[src/rtl/systolic_pkg.sv]
// systolic_pkg -- shared types and default constants for the systolic array
// feed scheduler.
//   sched_state_t : scheduler FSM state encoding
//   N_DEF         : default array dimension (rows = cols)
//   DW_DEF        : default operand lane width
//   K_DEF         : default inner dimension (operand beats per job)
package systolic_pkg;

    typedef enum logic [2:0] {
        S_IDLE  = 3'd0,
        S_CLEAR = 3'd1,
        S_FEED  = 3'd2,
        S_DRAIN = 3'd3,
        S_DONE  = 3'd4
    } sched_state_t;

    localparam int N_DEF  = 4;
    localparam int DW_DEF = 32;
    localparam int K_DEF  = 4;

endpackage

[src/rtl/systolic_sched_skew_line.sv]
// skew_line -- zero-reset shift register delaying one operand lane by DEPTH
// cycles. DEPTH = 0 degenerates to a plain wire.
// Ports:
//   clk  : clock, rising edge
//   rst  : asynchronous active-high reset (clears every stage to zero)
//   din  : lane input  [DW-1:0]
//   dout : lane output [DW-1:0], din delayed by DEPTH cycles
module skew_line #(
    parameter int DEPTH = 1,
    parameter int DW    = 32
) (
    input  logic          clk,
    input  logic          rst,
    input  logic [DW-1:0] din,
    output logic [DW-1:0] dout
);

    if (DEPTH == 0) begin : g_wire
        logic unused_clk_rst;
        assign unused_clk_rst = &{1'b0, clk, rst};
        assign dout = din;
    end else begin : g_shift
        logic [DW-1:0] sr_q [DEPTH];
        logic [DW-1:0] sr_d [DEPTH];

        always_comb begin
            sr_d[0] = din;
            for (int unsigned i = 1; i < DEPTH; i++) begin
                sr_d[i] = sr_q[i-1];
            end
        end

        always_ff @(posedge clk or posedge rst) begin
            if (rst) begin
                for (int unsigned i = 0; i < DEPTH; i++) begin
                    sr_q[i] <= '0;
                end
            end else begin
                sr_q <= sr_d;
            end
        end

        assign dout = sr_q[DEPTH-1];
    end

endmodule

[src/rtl/systolic_sched.sv]
// systolic_sched -- job scheduler for an N x N output-stationary systolic
// array: clears the accumulators, streams K operand beats from the A/B
// buffers, skews them onto the west/north array edges, waits for the wave
// to drain and pulses done.
// Optional feature macro: SYSTOLIC_SCHED_PERF_EN (adds perf_jobs/perf_busy).
// Ports:
//   clk, rst           : clock (rising edge), async active-high reset
//   start              : job request, sampled only in IDLE
//   busy               : high in every state except IDLE
//   done               : one-cycle pulse, job result valid in array
//   op_rd_en/op_rd_idx : operand buffer read strobe and beat index
//   a_data/b_data      : A column / B row, valid one cycle after op_rd_en
//   west/north         : skewed operands to array rows / columns
//   arr_clr            : clear array accumulators
//   perf_jobs          : (perf build) done pulse count, wrapping
//   perf_busy          : (perf build) busy cycle count, saturating
module systolic_sched
    import systolic_pkg::*;
#(
    parameter int N  = N_DEF,
    parameter int DW = DW_DEF,
    parameter int K  = K_DEF
) (
    input  logic                                   clk,
    input  logic                                   rst,
    input  logic                                   start,
    output logic                                   busy,
    output logic                                   done,
    output logic                                   op_rd_en,
    output logic [((K > 2) ? $clog2(K) : 1)-1:0]   op_rd_idx,
    input  logic [N*DW-1:0]                        a_data,
    input  logic [N*DW-1:0]                        b_data,
    output logic [N*DW-1:0]                        west,
    output logic [N*DW-1:0]                        north,
    output logic                                   arr_clr
`ifdef SYSTOLIC_SCHED_PERF_EN
    ,
    output logic [15:0]                            perf_jobs,
    output logic [31:0]                            perf_busy
`endif
);

    localparam int IW = (K > 2) ? $clog2(K) : 1;
    localparam int CW = 5;   // holds K-1 (<=15) and 2N-1 (<=15)

    sched_state_t  state_q, state_d;
    logic [CW-1:0] cnt_q, cnt_d;
    logic          rd_valid_q, rd_valid_d;

    always_comb begin
        state_d   = state_q;
        cnt_d     = cnt_q;
        busy      = 1'b1;
        done      = 1'b0;
        op_rd_en  = 1'b0;
        op_rd_idx = '0;
        arr_clr   = 1'b0;
        unique case (state_q)
            S_IDLE: begin
                busy  = 1'b0;
                cnt_d = '0;
                if (start) state_d = S_CLEAR;
            end
            S_CLEAR: begin
                arr_clr = 1'b1;
                cnt_d   = '0;
                state_d = S_FEED;
            end
            S_FEED: begin
                op_rd_en  = 1'b1;
                op_rd_idx = cnt_q[IW-1:0];
                if (cnt_q == CW'(K - 1)) begin
                    cnt_d   = '0;
                    state_d = S_DRAIN;
                end else begin
                    cnt_d = cnt_q + CW'(1);
                end
            end
            S_DRAIN: begin
                if (cnt_q == CW'(2 * N - 1)) begin
                    cnt_d   = '0;
                    state_d = S_DONE;
                end else begin
                    cnt_d = cnt_q + CW'(1);
                end
            end
            S_DONE: begin
                done    = 1'b1;
                state_d = S_IDLE;
            end
            default: begin
                state_d = S_IDLE;
            end
        endcase
    end

    // Operand data returns one cycle after the read strobe.
    assign rd_valid_d = op_rd_en;

    always_ff @(posedge clk or posedge rst) begin
        if (rst) begin
            state_q    <= S_IDLE;
            cnt_q      <= '0;
            rd_valid_q <= 1'b0;
        end else begin
            state_q    <= state_d;
            cnt_q      <= cnt_d;
            rd_valid_q <= rd_valid_d;
        end
    end

    // Gate buffer data so the skew lines shift in zeros whenever no beat
    // is returning; the array edges are therefore zero outside the window.
    for (genvar i = 0; i < N; i++) begin : g_lane
        logic [DW-1:0] a_in, b_in;
        assign a_in = rd_valid_q ? a_data[i*DW +: DW] : '0;
        assign b_in = rd_valid_q ? b_data[i*DW +: DW] : '0;

        skew_line #(.DEPTH(i), .DW(DW)) u_west (
            .clk  (clk),
            .rst  (rst),
            .din  (a_in),
            .dout (west[i*DW +: DW])
        );

        skew_line #(.DEPTH(i), .DW(DW)) u_north (
            .clk  (clk),
            .rst  (rst),
            .din  (b_in),
            .dout (north[i*DW +: DW])
        );
    end

`ifdef SYSTOLIC_SCHED_PERF_EN
    logic [15:0] perf_jobs_q, perf_jobs_d;
    logic [31:0] perf_busy_q, perf_busy_d;

    always_comb begin
        perf_jobs_d = done ? perf_jobs_q + 16'd1 : perf_jobs_q;
        perf_busy_d = (busy && (perf_busy_q != '1)) ? perf_busy_q + 32'd1 : perf_busy_q;
    end

    always_ff @(posedge clk or posedge rst) begin
        if (rst) begin
            perf_jobs_q <= '0;
            perf_busy_q <= '0;
        end else begin
            perf_jobs_q <= perf_jobs_d;
            perf_busy_q <= perf_busy_d;
        end
    end

    assign perf_jobs = perf_jobs_q;
    assign perf_busy = perf_busy_q;
`endif

endmodule

[config.mk]
export PLATFORM = sky130hd
export DESIGN_NAME = systolic_sched
export DESIGN_NICKNAME = d
export VERILOG_FILES = /design/src/rtl/systolic_pkg.sv /design/src/rtl/systolic_sched_skew_line.sv /design/src/rtl/systolic_sched.sv
export SDC_FILE = /design/constraint.sdc
export NUM_CORES = 1
export LEC_CHECK = 0
export ABC_AREA = 1
export CAP_MARGIN = 20
export CORE_AREA = 5 5 197 199
export CTS_CLUSTER_DIAMETER = 60
export DETAILED_ROUTE_END_ITERATION = 7
export DIE_AREA = 0 0 202 204
export DONT_BUFFER_PORTS = 1
export GPL_TIMING_DRIVEN = 0
export PLACE_DENSITY = 0.6
export RECOVER_POWER = 100
export SLEW_MARGIN = 10
export SYNTH_ARGS = -nofsm -noshare
export SYNTH_HDL_FRONTEND = slang
export SYNTH_SLANG_ARGS = --single-unit
[constraint.sdc]
create_clock -name clk -period 16.2 [get_ports clk]
set_input_delay 4.86 -clock clk [delete_from_list [all_inputs] [get_ports clk]]
set_output_delay 4.86 -clock clk [all_outputs]
set_load 0.03 [all_outputs]
==> qor_table.md <==
| Step | Metric | This run |
|---|---|---|
| setup path | Worst reg2reg path depth | 7 |
| global route | Grt peak-use layer | met2 |
| route | Total via count after detailed routing | 6395 |
| yosys | Synth top cells by count | dfrtp_1 (393), inv_1 (267), nand2_1 (267), buf_2 (27), nor2_1 (9) |
| global route | Met2 routing resource usage after global routing | 0.233 |
| yosys | Cell taking the most area after synthesis | dfrtp_1 |
| yosys | Combinational family with the most area after synthesis | simple AND/OR/NAND/NOR gates |
| power | Overall Power | 2.91 mW |
| sta | Max Clock Skew | 0.0266 ns |
| sta | Period utilisation layout | 0.689 |
| sta | Setup ws final | 5.03 ns |
| clocking | Number of buffers inserted for hold repair after clock tree synthesis | 0 |
| yosys | Count of distinct cell types in the synthesized netlist | 20 |
| global route | Routing usage on met1 | 0.165 |
| yosys | Ys async rst share | 1.00 |
| sta | Count of final max-slew check failures | 280 |
| setup path | Cell-by-cell listing of the critical path | clkinvlp_2 > clkbuf_1 |
| yosys | Post-synth design cell area | 12200 um^2 |
| clocking | Count of instances resized after the clock tree is built | 0 |
| route | Via-per-instance ratio | 4.13 |
| clocking | Root buffer cell | clkbuf_16 |
| yosys | Portion of netlist area occupied by mux cells | 0 |
| global route | Initial antenna violation count | 9 |
| layout | End-of-flow core utilization | 0.382 |
| route | DRC violation count after routing | 0 |
| yosys | Syn Area/Cell | 12.3 um^2 |
| hold path | Class of the worst hold path | flip-flop to flip-flop |
| place | HPWL after detailed placement | 22600 um |
| sta | Slew @ Worst Pin | 5.88 ns |
| die | Starting density of the core | 0.329 |
| power | Power Dens Cells | 206 nW/um^2 |
| global route | Via count of the first global-routing pass | 6931 |
| status | Violated checks | capacitance limit, slew limit |
| setup path | Setup crit end kind | asynchronous set/reset pin |
| setup path | Element type at the critical path start | primary input |
| layout | Fraction of layout instances using a drive strength above 1 | 0.0935 |
| clocking | Clock tree from TritonCTS | built |
| yosys | Gate count of the mapped netlist | 991 |
| setup path | Crit path kind | primary input to asynchronous set/reset pin |
| clocking | Total clock buffers created by CTS | 42 |
| clocking | Number of clock sinks | 393 |
| global route | Met3 track demand over resource in global routing | 0.0578 |
| run | Total of max-cap violations | 3 |
| die | Die ar. | 41200 um^2 |
| yosys | Post-synthesis share of cell area spent on xor and xnor gates | 0.000718 |
| setup path | Register-to-register setup slack | 14.30 ns |
| yosys | Share of the synthesized area in compound gates (AO/OA/AOI/OAI) | 0.00226 |
| hold path | Min-Delay Path Depth | 0 |
| yosys | Register bit count reported by yosys | 393 |
| layout | Fill count | 3517 |
| route | Drt total wl | 29700 um |
| yosys | Synth Area in Adders | 0.00103 |
| clocking | Clock-pin slew on the worst setup and hold paths | 0.06 ns |
| yosys | Count of flip-flops with a built-in enable after synthesis | 0 |
| place | Last weighted congestion value of the routability-driven placer | 0.824 |
| yosys | Most used flip-flop cell after synthesis | dfrtp_1 |
| hold path | End of the worst hold path | g_lane[3].u_north.dout[19]$_DFF_PP0_ |
| route | Average detailed-routed wire length per instance | 19.2 um |
| clocking | Max Root-Sink Buffers | 3 |
| layout | Final instance area | 14100 um^2 |
| sta | Peak clock frequency supported by timing | 0.0896 GHz |
| place | Placed inst area | 12900 um^2 |
| clocking | Setup Fix Bufs, Post-CTS | 0 |
| die | Site Rows | 71 |
| setup path | Signal arrival time at the worst endpoint | 10.38 ns |
| sta | Fin. Hold Viols | 0 |
| global route | Aggregate global-route resource usage | 0.141 |
| place | Count of buffers from port buffering | 0 |
| setup path | CP max stage cell | clkbuf_1 |
| die | Ports placed on the boundary | 521 |
| setup path | Combined buffer and inverter count along the critical path | 2 |
| layout | Area growth from synthesis to final layout | 16.0% |
| setup path | Required time reported for the critical path endpoint | 15.42 ns |
| global route | Pin count of the biggest net entering global routing | 120 |
| yosys | Total of warnings raised by yosys | 0 |
| sta | Max-Slew Margin vs Limit | -2.92 |
| die | Width of the die | 202 um |
| sta | RSZ-0062 raised after global routing | false |
| yosys | Ranking of synthesized cells by area | dfrtp_1 (81%), inv_1 (8.2%), nand2_1 (8.2%), buf_2 (1.1%), nor2_1 (0.28%) |
| power | Leakage power figure | 8.76 nW |
| yosys | Register area share after synthesis | 0.806 |
| route | Residual antenna-violating net count after detailed routing | 0 |
| yosys | Area fraction in and, or, nand and nor cells after synthesis | 0.0957 |
| sta | Total setup violations reported at the end of the flow | 0 |
| route | Iter 0 DRT Violations | 337 |
| setup path | Critical R2R Launch | state_q[2]$_DFFE_PP0P_ |
| setup path | Family with the most delay on the worst path | buffers and inverters |
| clocking | Depth of the CTS H-tree | 2 |
| route | Detailed-router iteration count before antenna repair | 5 |
| status | Status | finished, violations left |
| clocking | Clk_lat worst skew | 0.54 ns |
| power | Worst vdd rail ir drop | 96.8 uV |
| setup path | Largest stage delay on the critical path | 4.18 ns |
| hold path | HP Start | g_lane[3].u_north.g_shift.sr_d[19]$_DFF_PP0_ |
| place | Pre-CTS WS | 6.12 ns |
| setup path | R2r endpoint | cnt_q[0]$_DFFE_PP0P_ |
| yosys | Share of Yosys cell area claimed by the top area cell type | 0.806 |
| global route | First-pass GRT wire length | 43500 um |
| die | Die extent in y | 204 um |
| setup path | Crit path max fanout | 109 |
| global route | Total global routing overflow | 0 |
| die | Area of the placeable core | 37000 um^2 |
| layout | Fin nets | 1298 |
| sta | Final critical path time including I/O delays and setup | 11.17 ns |
| yosys | Cell with the most instances after synthesis | dfrtp_1 |
| yosys | Syn Nets | 1251 |
| sta | Hold WS | 0.336 ns |
[stage by stage]
stage | std cells | TNS [ns]
2_1_floorplan | 991 | 0
3_3_place_gp | 1465 | -1200.40
3_5_place_dp | 1468 | 0
4_1_cts | 1543 | 0
5_1_grt | 1546 | 0
6_report | 1547 | 0
[layer usage]
layer  share of wire  vias up  routed length [um]
li1                -     2846                   -
met1            0.36     3171               10800
met2            0.51      314               15200
met3           0.091       54                2720
met4           0.031       10                 910
met5          0.0024        -                  72
[where the power goes]
group          internal [mW]  switching (mW)  total [mW]
Combinational         0.0873           0.337       0.424
Clock                  0.529           0.380       0.909
Sequential              1.22           0.358        1.58
Total                   1.84            1.07        2.91
[cells in the final DEF, fill, tap and decap left out, drive strengths merged]
| master | n |
|---|---|
| nor3 | 1 |
| bufinv | 1 |
| a21o | 1 |
| ha | 1 |
| diode | 4 |
| buf | 28 |
| nand3 | 6 |
| clkinvlp | 3 |
| xor2 | 1 |
| a21oi | 1 |
| nand3b | 1 |
| nand2 | 272 |
| o21ai | 3 |
| nand4 | 2 |
| clkbuf | 60 |
| dfrtp | 393 |
| nor2 | 13 |
| inv | 271 |
| clkinv | 11 |
[cell families (layout without fill, tap and decap cells)]
group | after synthesis | after routing
flops | 393 | 393
buf+inv | 296 | 374
simple gates | 295 | 295
compound gates | 5 | 5
other cells | 0 | 4
xor+xnor | 1 | 1
fa+ha+maj | 1 | 1
[state kept, by name, indices dropped and copies added (netlist names)]
name,cells
g_lane.u_north.dout,96
state_q,3
g_lane.u_west.g_shift.sr_d,96
g_lane.u_north.g_shift.sr_d,96
g_lane.u_west.dout,96
cnt_q,5
rd_valid_q,1
[layout make-up]
cell class                 count  area (um^2)  area share
multi-input combinational    302         1200      0.0847
buffer                        28          139     0.00982
timing repair buffer           3         35.0     0.00248
tap                          474          593      0.0419
clock buffer                  57         1170      0.0826
clock inverter                18          163      0.0115
antenna                        4         10.0    0.000707
inverter                     268         1010      0.0712
sequential                   393         9830       0.695
[worst max path at each step]
stage | from | to | slack (ns) | cells past startpoint
after floorplan | rst | cnt_q[0]$_DFFE_PP0P_ | 0.41 | 1
after global placement | rst | g_lane[1].u_north.dout[19]$_DFF_PP0_ | -3.12 | 1
after detailed placement | a_data[5] | west[5] | 6.12 | 2
after CTS | a_data[5] | west[5] | 6.12 | 2
after global routing | rst | g_lane[3].u_west.dout[8]$_DFF_PP0_ | 3.23 | 2
final | rst | g_lane[3].u_west.dout[5]$_DFF_PP0_ | 5.03 | 2
(Power assumes the default switching activity.)
